`src/rtl/zacore_mem_pkg.sv`:
```
// zacore_mem_pkg
//   Shared types and constants for the zacore memory bridge.
//   sel_t   : which port owns the response slot (none, fetch, load, store)
//   state_t : bridge FSM states
//   WORD_BYTES : bytes per SRAM word (byte-enable width)
package zacore_mem_pkg;

  typedef enum logic [1:0] {
    SEL_NONE  = 2'd0,
    SEL_FETCH = 2'd1,
    SEL_READ  = 2'd2,
    SEL_WRITE = 2'd3
  } sel_t;

  typedef enum logic [1:0] {
    IDLE      = 2'd0,
    RESP_WAIT = 2'd1,
    RESP      = 2'd2
  } state_t;

  localparam int WORD_BYTES = 4;

endpackage

```
`src/rtl/zacore_mem_rr_arb.sv`:
```
// zacore_mem_rr_arb
//   Two-requester round-robin arbiter (fetch vs data) with a last-grant flop.
//   Ports:
//     clk_i, rst_ni             clock, asynchronous active-low reset
//     req_fetch_i, req_data_i   qualified candidate requests
//     grant_fetch_o             fetch wins this cycle (combinational)
//     grant_data_o              data wins this cycle (combinational)
//   INIT_LAST_DATA sets the reset value of the "data granted last" bit, so
//   1 makes fetch win the first tie.
module zacore_mem_rr_arb #(
  parameter bit INIT_LAST_DATA = 1'b1
) (
  input  logic clk_i,
  input  logic rst_ni,
  input  logic req_fetch_i,
  input  logic req_data_i,
  output logic grant_fetch_o,
  output logic grant_data_o
);

  logic last_data_q;
  logic last_data_d;

  always_comb begin
    // On a tie the port that did not win last time gets the slot.
    grant_fetch_o = req_fetch_i & (~req_data_i | last_data_q);
    grant_data_o  = req_data_i  & (~req_fetch_i | ~last_data_q);
    last_data_d   = last_data_q;
    if (grant_data_o) begin
      last_data_d = 1'b1;
    end else if (grant_fetch_o) begin
      last_data_d = 1'b0;
    end
  end

  always_ff @(posedge clk_i or negedge rst_ni) begin
    if (!rst_ni) begin
      last_data_q <= INIT_LAST_DATA;
    end else begin
      last_data_q <= last_data_d;
    end
  end

endmodule

```
`src/rtl/zacore_mem_bridge.sv`:
```
// zacore_mem_bridge
//   Terminates the zacore fetch and data req/ack ports and arbitrates them
//   onto one single-ported synchronous SRAM with 1-cycle read latency.
//   Ports:
//     i_clk, i_rst_n                       clock, async active-low reset
//     i_fetch_req/o_fetch_ack/i_fetch_addr instruction fetch port
//     o_inst_read                          fetched word (valid with ack)
//     i_read_req/i_write_req               data load/store requests
//     o_read_ack/o_write_ack               data completion pulses
//     i_data_addr/i_data_write/i_data_write_mask  data address, store data, byte enables
//     o_data_read                          loaded word (valid with ack)
//     o_mem_en/o_mem_we/o_mem_addr/o_mem_wdata    SRAM command (same cycle as grant)
//     i_mem_rdata                          SRAM read data, one cycle after o_mem_en
//   Build option ZACORE_MEM_RDATA_REG_EN: registers SRAM read data through an
//   extra RESP_WAIT state; every ack then lands 2 cycles after its grant and no
//   grant is issued during RESP_WAIT.
module zacore_mem_bridge
  import zacore_mem_pkg::*;
#(
  parameter int ADDR_W         = 14,
  parameter bit INIT_LAST_DATA = 1'b1
) (
  input  logic                  i_clk,
  input  logic                  i_rst_n,
  input  logic                  i_fetch_req,
  output logic                  o_fetch_ack,
  input  logic [31:0]           i_fetch_addr,
  output logic [31:0]           o_inst_read,
  input  logic                  i_read_req,
  input  logic                  i_write_req,
  output logic                  o_read_ack,
  output logic                  o_write_ack,
  input  logic [31:0]           i_data_addr,
  input  logic [31:0]           i_data_write,
  input  logic [WORD_BYTES-1:0] i_data_write_mask,
  output logic [31:0]           o_data_read,
  output logic                  o_mem_en,
  output logic [WORD_BYTES-1:0] o_mem_we,
  output logic [ADDR_W-1:0]     o_mem_addr,
  output logic [31:0]           o_mem_wdata,
  input  logic [31:0]           i_mem_rdata
);

  state_t state_q, state_d;
  sel_t   sel_q, sel_d;
  sel_t   grant_sel;
  logic   fetch_ack_q, read_ack_q, write_ack_q;
  logic   hold;
  logic   cand_fetch, cand_data;
  logic   grant_fetch, grant_data, grant_any;
  logic [31:0] rdata;

  // Address bits above ADDR_W alias by design.
  logic unused_addr_bits;
  assign unused_addr_bits = ^{i_fetch_addr[31:ADDR_W], i_data_addr[31:ADDR_W]};

  // A port is masked while its own ack is out, so a held req is not
  // re-granted until the ack posedge has retired it. Reset gates both so
  // the SRAM port goes quiet immediately on reset assertion.
  always_comb begin
    hold       = (state_q == RESP_WAIT);
    cand_fetch = i_rst_n & ~hold & i_fetch_req & (sel_q != SEL_FETCH);
    cand_data  = i_rst_n & ~hold & (i_read_req | i_write_req)
               & (sel_q != SEL_READ) & (sel_q != SEL_WRITE);
  end

  zacore_mem_rr_arb #(
    .INIT_LAST_DATA(INIT_LAST_DATA)
  ) u_arb (
    .clk_i         (i_clk),
    .rst_ni        (i_rst_n),
    .req_fetch_i   (cand_fetch),
    .req_data_i    (cand_data),
    .grant_fetch_o (grant_fetch),
    .grant_data_o  (grant_data)
  );

  assign grant_any = grant_fetch | grant_data;

  // SRAM command is driven combinationally in the grant cycle. A store wins
  // over a simultaneous (illegal) load on the data port.
  always_comb begin
    o_mem_en    = grant_any;
    o_mem_addr  = '0;
    o_mem_we    = '0;
    o_mem_wdata = '0;
    grant_sel   = SEL_NONE;
    if (grant_fetch) begin
      o_mem_addr = i_fetch_addr[ADDR_W-1:0];
      grant_sel  = SEL_FETCH;
    end else if (grant_data) begin
      o_mem_addr = i_data_addr[ADDR_W-1:0];
      if (i_write_req) begin
        o_mem_we    = i_data_write_mask;
        o_mem_wdata = i_data_write;
        grant_sel   = SEL_WRITE;
      end else begin
        grant_sel = SEL_READ;
      end
    end
  end

  always_comb begin
    state_d = state_q;
    sel_d   = sel_q;
`ifdef ZACORE_MEM_RDATA_REG_EN
    case (state_q)
      RESP_WAIT: begin
        state_d = RESP;
      end
      IDLE, RESP: begin
        if (grant_any) begin
          state_d = RESP_WAIT;
          sel_d   = grant_sel;
        end else begin
          state_d = IDLE;
          sel_d   = SEL_NONE;
        end
      end
      default: begin
        state_d = IDLE;
        sel_d   = SEL_NONE;
      end
    endcase
`else
    // Staying in RESP on a fresh grant lets alternating ports run at one
    // transaction per cycle.
    if (grant_any) begin
      state_d = RESP;
      sel_d   = grant_sel;
    end else begin
      state_d = IDLE;
      sel_d   = SEL_NONE;
    end
`endif
  end

  always_ff @(posedge i_clk or negedge i_rst_n) begin
    if (!i_rst_n) begin
      state_q     <= IDLE;
      sel_q       <= SEL_NONE;
      fetch_ack_q <= 1'b0;
      read_ack_q  <= 1'b0;
      write_ack_q <= 1'b0;
    end else begin
      state_q     <= state_d;
      sel_q       <= sel_d;
      fetch_ack_q <= (state_d == RESP) && (sel_d == SEL_FETCH);
      read_ack_q  <= (state_d == RESP) && (sel_d == SEL_READ);
      write_ack_q <= (state_d == RESP) && (sel_d == SEL_WRITE);
    end
  end

`ifdef ZACORE_MEM_RDATA_REG_EN
  logic [31:0] rdata_q;

  // SRAM output is valid during RESP_WAIT; capture it for the RESP cycle.
  always_ff @(posedge i_clk) begin
    if (state_q == RESP_WAIT) begin
      rdata_q <= i_mem_rdata;
    end
  end

  assign rdata = rdata_q;
`else
  assign rdata = i_mem_rdata;
`endif

  assign o_fetch_ack = fetch_ack_q;
  assign o_read_ack  = read_ack_q;
  assign o_write_ack = write_ack_q;
  assign o_inst_read = rdata;
  assign o_data_read = rdata;

`ifndef SYNTHESIS
  // Load and store on the data port at once is a requester bug.
  rw_exclusive_a: assert property (
    @(posedge i_clk) disable iff (!i_rst_n) !(i_read_req && i_write_req)
  );
`endif

endmodule

```
`config.mk`:
```
export PLATFORM = sky130hd
export DESIGN_NAME = zacore_mem_bridge
export DESIGN_NICKNAME = d
export VERILOG_FILES = /design/src/rtl/zacore_mem_pkg.sv /design/src/rtl/zacore_mem_rr_arb.sv /design/src/rtl/zacore_mem_bridge.sv
export SDC_FILE = /design/constraint.sdc
export NUM_CORES = 1
export LEC_CHECK = 0
export ABC_CLOCK_PERIOD_IN_PS = 4200
export CAP_MARGIN = 40
export CORE_AREA = 2 2 98 100
export CTS_CLUSTER_DIAMETER = 80
export CTS_CLUSTER_SIZE = 12
export DETAILED_ROUTE_END_ITERATION = 7
export DIE_AREA = 0 0 100 102
export GPL_TIMING_DRIVEN = 1
export SLEW_MARGIN = 20
export SYNTH_ARGS = -nofsm -noshare
export SYNTH_HDL_FRONTEND = slang
export SYNTH_SLANG_ARGS = --single-unit
```
`constraint.sdc`:
```
create_clock -name i_clk -period 4.2 [get_ports i_clk]
set_clock_uncertainty 0.1 [all_clocks]
set_input_delay 1.26 -clock i_clk [delete_from_list [all_inputs] [get_ports i_clk]]
set_output_delay 1.26 -clock i_clk [all_outputs]
set_load 0.01 [all_outputs]
```
==> Word-level counts from Yosys, hierarchy flattened <==
Cells that the tools add are included.
{ "word_totals": {"regBits": 8, "output_inout_bits": 118} }
{ "op_classes": {"eq_ne": 8, "n_mux": 15, "bitwise": 16, "n_reduce_logical": 4} }
{ "ops": {"columns": ["operator", "n"], "rows": [
  ["2-to-1 mux 32 bit", 3],
  ["2-to-1 mux 14 bit", 2],
  ["2-to-1 mux 4 bit", 3],
  ["bitwise AND 1 bit", 8],
  ["2-to-1 mux 2 bit", 4],
  ["== test 2 bit, second input constant", 3],
  ["== test 2 x 1 -> 1 bit, second input constant", 2],
  ["inequality test 2 bit, second input constant", 2],
  ["NOT 1 bit", 4],
  ["OR 1 bit", 4],
  ["logical AND 1 bit", 3],
  ["2-to-1 mux 1 bit", 3],
  ["inequality test 2 x 1 -> 1 bit, second input constant", 1],
  ["nonzero test 2 bit", 1]
]} }

==> Depth between registers and ports, before layout <==
{ "logic_depth": {"ltp_word": 13, "ltp_mapped": 4, "depth_no_buf": 3} }

==> By module <==
From an unflattened synthesis, not the netlist that was laid out.
{ "hier_totals": {"hier_cells": 144, "hier_area_um2": 1142.3} }
{ "by_module_without_submodules": {"columns": ["mod", "n_inst", "cells_per_inst", "area_each_um2", "seq_area_each_um2"], "rows": [
  ["zacore_mem_bridge", 1, 138, 1088.5, 125.1],
  ["zacore_mem_rr_arb", 1, 6, 53.8, 26.3]
]} }

==> Worst setup path before layout <==
OpenSTA, ideal clock, no wires.
{ "synth_timing": {"kind": "in2out", "from": "in i_write_req", "to": "out o_mem_addr[10]", "arrival_ns": 2.154, "required_ns": 2.840, "setup_slack_ns": 0.686, "stages": 4, "path_cell_list": "o21ba_2 a211oi_4 buf_6 a22o_1"} }
{ "synth_via": {"elab_chain_cells": 8} }
{ "synth_rtl": {"columns": ["item", "line", "source"], "rows": [
  ["start: declaration", "zacore_mem_bridge.sv:30", "input logic i_write_req,"],
  ["OR 1 bit (*)", "zacore_mem_bridge.sv:63", "cand_data = i_rst_n & ~hold & (i_read_req | i_write_req)"],
  ["bitwise AND 1 bit (*)", "zacore_mem_bridge.sv:63", null],
  ["bitwise AND 1 bit (*) (2 in a row)", "zacore_mem_bridge.sv:64", "& (sel_q != SEL_READ) & (sel_q != SEL_WRITE);"],
  ["NOT 1 bit", "zacore_mem_rr_arb.sv:26", "grant_fetch_o = req_fetch_i & (~req_data_i | last_data_q);"],
  ["OR 1 bit", "zacore_mem_rr_arb.sv:26", null],
  ["bitwise AND 1 bit", "zacore_mem_rr_arb.sv:26", null],
  ["2-to-1 mux 14 bit (*)", "zacore_mem_bridge.sv:88", "if (grant_fetch) begin"],
  ["end: declaration", "zacore_mem_bridge.sv:39", "output logic [ADDR_W-1:0] o_mem_addr,"]
]} }
Mark *: on every way between the ends. The rest lies on a longest branch, timed or not.

==> Worst setup path after layout <==
{ "layout_timing": {"from": "in i_fetch_req", "to": "out o_mem_wdata[31]"} }
{ "layout_via": {"elab_chain_cells": 7} }
{ "layout_rtl": {"columns": ["item", "line", "source"], "rows": [
  ["start: declaration", "zacore_mem_bridge.sv:25", "input logic i_fetch_req,"],
  ["bitwise AND 1 bit (*) (2 in a row)", "zacore_mem_bridge.sv:62", "cand_fetch = i_rst_n & ~hold & i_fetch_req & (sel_q != SEL_FETCH);"],
  ["NOT 1 bit", "zacore_mem_rr_arb.sv:27", "grant_data_o = req_data_i & (~req_fetch_i | ~last_data_q);"],
  ["OR 1 bit", "zacore_mem_rr_arb.sv:27", null],
  ["bitwise AND 1 bit", "zacore_mem_rr_arb.sv:27", null],
  ["2-to-1 mux 32 bit", "zacore_mem_bridge.sv:91", "end else if (grant_data) begin"],
  ["2-to-1 mux 32 bit (*)", "zacore_mem_bridge.sv:88", null],
  ["end: declaration", "zacore_mem_bridge.sv:40", "output logic [31:0] o_mem_wdata,"]
]} }
Marked as above.

==> impl_metrics.tcl <==
set metrics [dict create \
    run_status "finished, final reports clean" \
    crit_path_end_kind "output pin" \
    clockRootBuffer "sky130_fd_sc_hd__clkbuf_8" \
    totalNegativeSetupSlack_ps 0 \
    drt-pass1-iter-count 4 \
    register_bit_total_from_synthesis 6 \
    holdCritPathClass "flop to flop" \
    drc 0 \
    fill_cells 1018 \
    maximum_number_of_pins_on_one_net_before_global_route_repair 20 \
    worstSkewPairLatency_ps 230 \
    p_clk_frac 0.222 \
    finish.net_count 353 \
    holdBufCountCts 0 \
    final_layout_size_suffix_gt1_frac 0.2093 \
    holdPathStages 2 \
    number_of_buffers_between_clock_root_and_the_deepest_sink 2 \
    finalSetupViolCount 0 \
    synth_cell_type_count 19 \
    insertedDiodeCount 0 \
    final_antenna_net_count 0 \
    sw_frac_of_total 0.3049 \
    dp.cells 312 \
    fin_cells 326 \
    design.core.area_um2 9109 \
    final-max-slew-violation-count 0 \
    gp_routability_congestion 0.6995 \
    vias_per_cell 3.567 \
    dieHeight_um 102 \
    criticalPathCategory "input pin to output pin" \
    fin_crit_sh 0.9591 \
    seq_area_frac_synth 0.1276 \
    cap_violations 0 \
    total_vias_in_the_final_route 1163 \
    ff2ff_path_depth 5 \
    place.detailed.hpwl_um 3087 \
    multi_input_area_um2 491.7 \
    start_util 0.1302 \
    leakage_power_uw 0.001086 \
    syn_avg_cell_area_um2 8.353 \
    syn-instance-count 142 \
    htree_levels 1 \
    syn_area_um2 1186 \
    setup_repair_after_global_routing_missed_its_margin "false" \
    via_count_of_the_first_global_routing_pass 1132 \
    initial_antenna_violation_count 0 \
    routed_wl_um 3932 \
    synth_edf_count 0 \
    max_freq_ghz 0.2483 \
    postSynthNetCount 279 \
    synth_async_sr_flop_share 1.000 \
    detail_route.iter0.violations 18 \
    synth.yosys.warnings 0 \
    cp-start-kind "input pin" \
    clkTransAtPathRegs_ps 40 \
    pwr-share-comb 0.596 \
    powerDensity_nw_per_um2 193.5 \
    timing.critical_path.required_ps 2840 \
    clock_sinks 6 \
    timing_hold_violations_final 0 \
    area_growth_syn_to_layout_pct 83.23 \
    timing_worst_slew_pin_value_ps 322.6 \
    numCtsBuffers 3 \
    die_width_um 100 \
    floorplan.rows 35 \
    maximum_fanout_along_the_worst_path 5 \
    design.die.area_um2 10200 \
    grt_usage 0.06896 \
    p_switching_uw 128.2 \
    cts_tree "yes" \
    sequential_cell_area_in_the_final_layout_um2 151.4 \
    timing.max_slew.rel_slack 0.7845 \
    p_seq_frac 0.182 \
    postSynth.topFlopCell "sky130_fd_sc_hd__dfrtp_1" \
    grt.overflow.total 0 \
    io_pins 255 \
    grt_first_pass_wirelength_um 5513 \
    wl_per_cell_um 12.06 \
    portBuffers 122 \
    post-route-min-period_ps 4028 \
    power.ir.vdd_worst_uv 61.49 \
    timing.critical_path.arrival_ps 2670 \
    internal_power_component_uw 292.3 \
]
## power by group through the flow
stage	clock, uW	combinational (uW)	sequential [uW]
final	93.4	251	76.6
after global routing	99.9	270	77.8
after CTS	95.8	256	76.6
after detailed placement	0	258	77.2
after global placement	0	254	77.1
after floorplan	0	161	76.7
## state kept, by name, summed over array words and instances (netlist names)
signal             flops
u_arb.last_data_q      1
o_write_ack            1
o_fetch_ack            1
sel_q                  2
o_read_ack             1
## synth_stat cells (2+ instances only)
master | n | share of area
sky130_fd_sc_hd__and2_2 | 16 | 0.10
sky130_fd_sc_hd__dfrtp_1 | 5 | 0.11
sky130_fd_sc_hd__o21ai_0 | 3 | 0.013
sky130_fd_sc_hd__a22o_1 | 14 | 0.10
sky130_fd_sc_hd__buf_6 | 4 | 0.038
sky130_fd_sc_hd__nand2_1 | 2 | 0.0063
sky130_fd_sc_hd__inv_1 | 3 | 0.0095
sky130_fd_sc_hd__and2_1 | 20 | 0.11
sky130_fd_sc_hd__buf_4 | 65 | 0.41
## cell usage in the layout (no fill, tap or decap)
cell type	synthesis	layout
sky130_fd_sc_hd__o21bai_2	1	1
sky130_fd_sc_hd__clkdlybuf4s15_1	0	1
sky130_fd_sc_hd__nor3_1	1	1
sky130_fd_sc_hd__inv_1	3	2
sky130_fd_sc_hd__dlygate4sd2_1	0	51
sky130_fd_sc_hd__buf_4	65	10
sky130_fd_sc_hd__clkdlybuf4s15_2	0	1
sky130_fd_sc_hd__o21bai_1	1	1
sky130_fd_sc_hd__dfrtp_1	5	5
sky130_fd_sc_hd__a211oi_4	1	1
sky130_fd_sc_hd__o21ba_2	1	1
sky130_fd_sc_hd__nor3_2	1	1
sky130_fd_sc_hd__bufbuf_16	0	1
sky130_fd_sc_hd__buf_2	0	1
sky130_fd_sc_hd__buf_12	0	2
sky130_fd_sc_hd__nand2_1	2	2
sky130_fd_sc_hd__nor4_4	1	1
sky130_fd_sc_hd__clkdlybuf4s50_1	0	68
sky130_fd_sc_hd__and2_2	16	16
sky130_fd_sc_hd__o21ai_0	3	3
sky130_fd_sc_hd__and3b_2	0	1
sky130_fd_sc_hd__dfstp_2	1	1
sky130_fd_sc_hd__inv_2	0	1
sky130_fd_sc_hd__a22o_1	14	14
sky130_fd_sc_hd__and2_1	20	20
sky130_fd_sc_hd__nor2b_1	1	1
sky130_fd_sc_hd__clkbuf_1	0	1
sky130_fd_sc_hd__buf_6	4	3
sky130_fd_sc_hd__clkbuf_8	0	3
## repair_timing
| action | CTS | global route |
|---|---|---|
| endpoints found under the setup margin | 50 | 0 |
| gates resized for setup | 63 | 0 |
| setup buffers | 7 | 0 |
## cell type report
class / count / area share
timing repair buffer: 138 / 0.6143
tap: 111 / 0.06390
clock buffer: 4 / 0.02073
multi-input combinational: 64 / 0.2263
sequential: 6 / 0.06966
inverter: 3 / 0.005181
## critical path: stages
cell,delay (ps)
sky130_fd_sc_hd__dlygate4sd2_1,240
sky130_fd_sc_hd__and3b_2,230
sky130_fd_sc_hd__nor4_4,140
sky130_fd_sc_hd__buf_4,160
sky130_fd_sc_hd__bufbuf_16,240
sky130_fd_sc_hd__and2_2,120
sky130_fd_sc_hd__dlygate4sd2_1,260
## per-layer routing
metal / part of all wire / vias to the layer above / GRT usage
met3: 0.14 / 17 / 0.02189
li1: - / 541 / -
met5: 0 / - / 0
met1: 0.33 / 498 / 0.06209
met2: 0.50 / 107 / 0.1341
met4: 0.034 / 0 / 0.04215
## cell families (layout without fill, tap and decap cells)
group | count (synthesis) | in the layout | synth area share
compound gates | 21 | 21 | 0.1572
buf+inv | 72 | 145 | 0.4589
flops | 6 | 6 | 0.1276
simple gates | 43 | 43 | 0.2563
## through the flow
step | power (uW) | area [um^2] | worst slack, ps | util | hold slack, ps
after floorplan | 238.0 | 1186 | 686.1 | - | 383.9
after global placement | 331.4 | 2083 | -345.4 | 0.2287 | 414.0
after detailed placement | 334.8 | 2083 | -354.3 | 0.2287 | 402.3
after CTS | 428.0 | 2173 | 153.7 | 0.2386 | 409.4
after global routing | 447.9 | 2173 | 77.48 | 0.2386 | 448.6
final | 420.5 | 2173 | 171.9 | 0.2386 | 411.4
## path summary, 6_finish.rpt
path / startpoint / to / slack (ps)
setup / recovery: i_fetch_req / o_mem_wdata[31] / 170
hold / removal: u_arb.last_data_q$_DFFE_PN1P_ / u_arb.last_data_q$_DFFE_PN1P_ / 410
setup reg to reg: u_arb.last_data_q$_DFFE_PN1P_ / sel_q[0]$_DFF_PN0_ / 2730
hold reg to reg: u_arb.last_data_q$_DFFE_PN1P_ / u_arb.last_data_q$_DFFE_PN1P_ / 410
max in group asynchronous: i_rst_n / u_arb.last_data_q$_DFFE_PN1P_ / 2760
min in group asynchronous: i_rst_n / sel_q[1]$_DFF_PN0_ / 1020
Power figures use the tool's default switching activity.
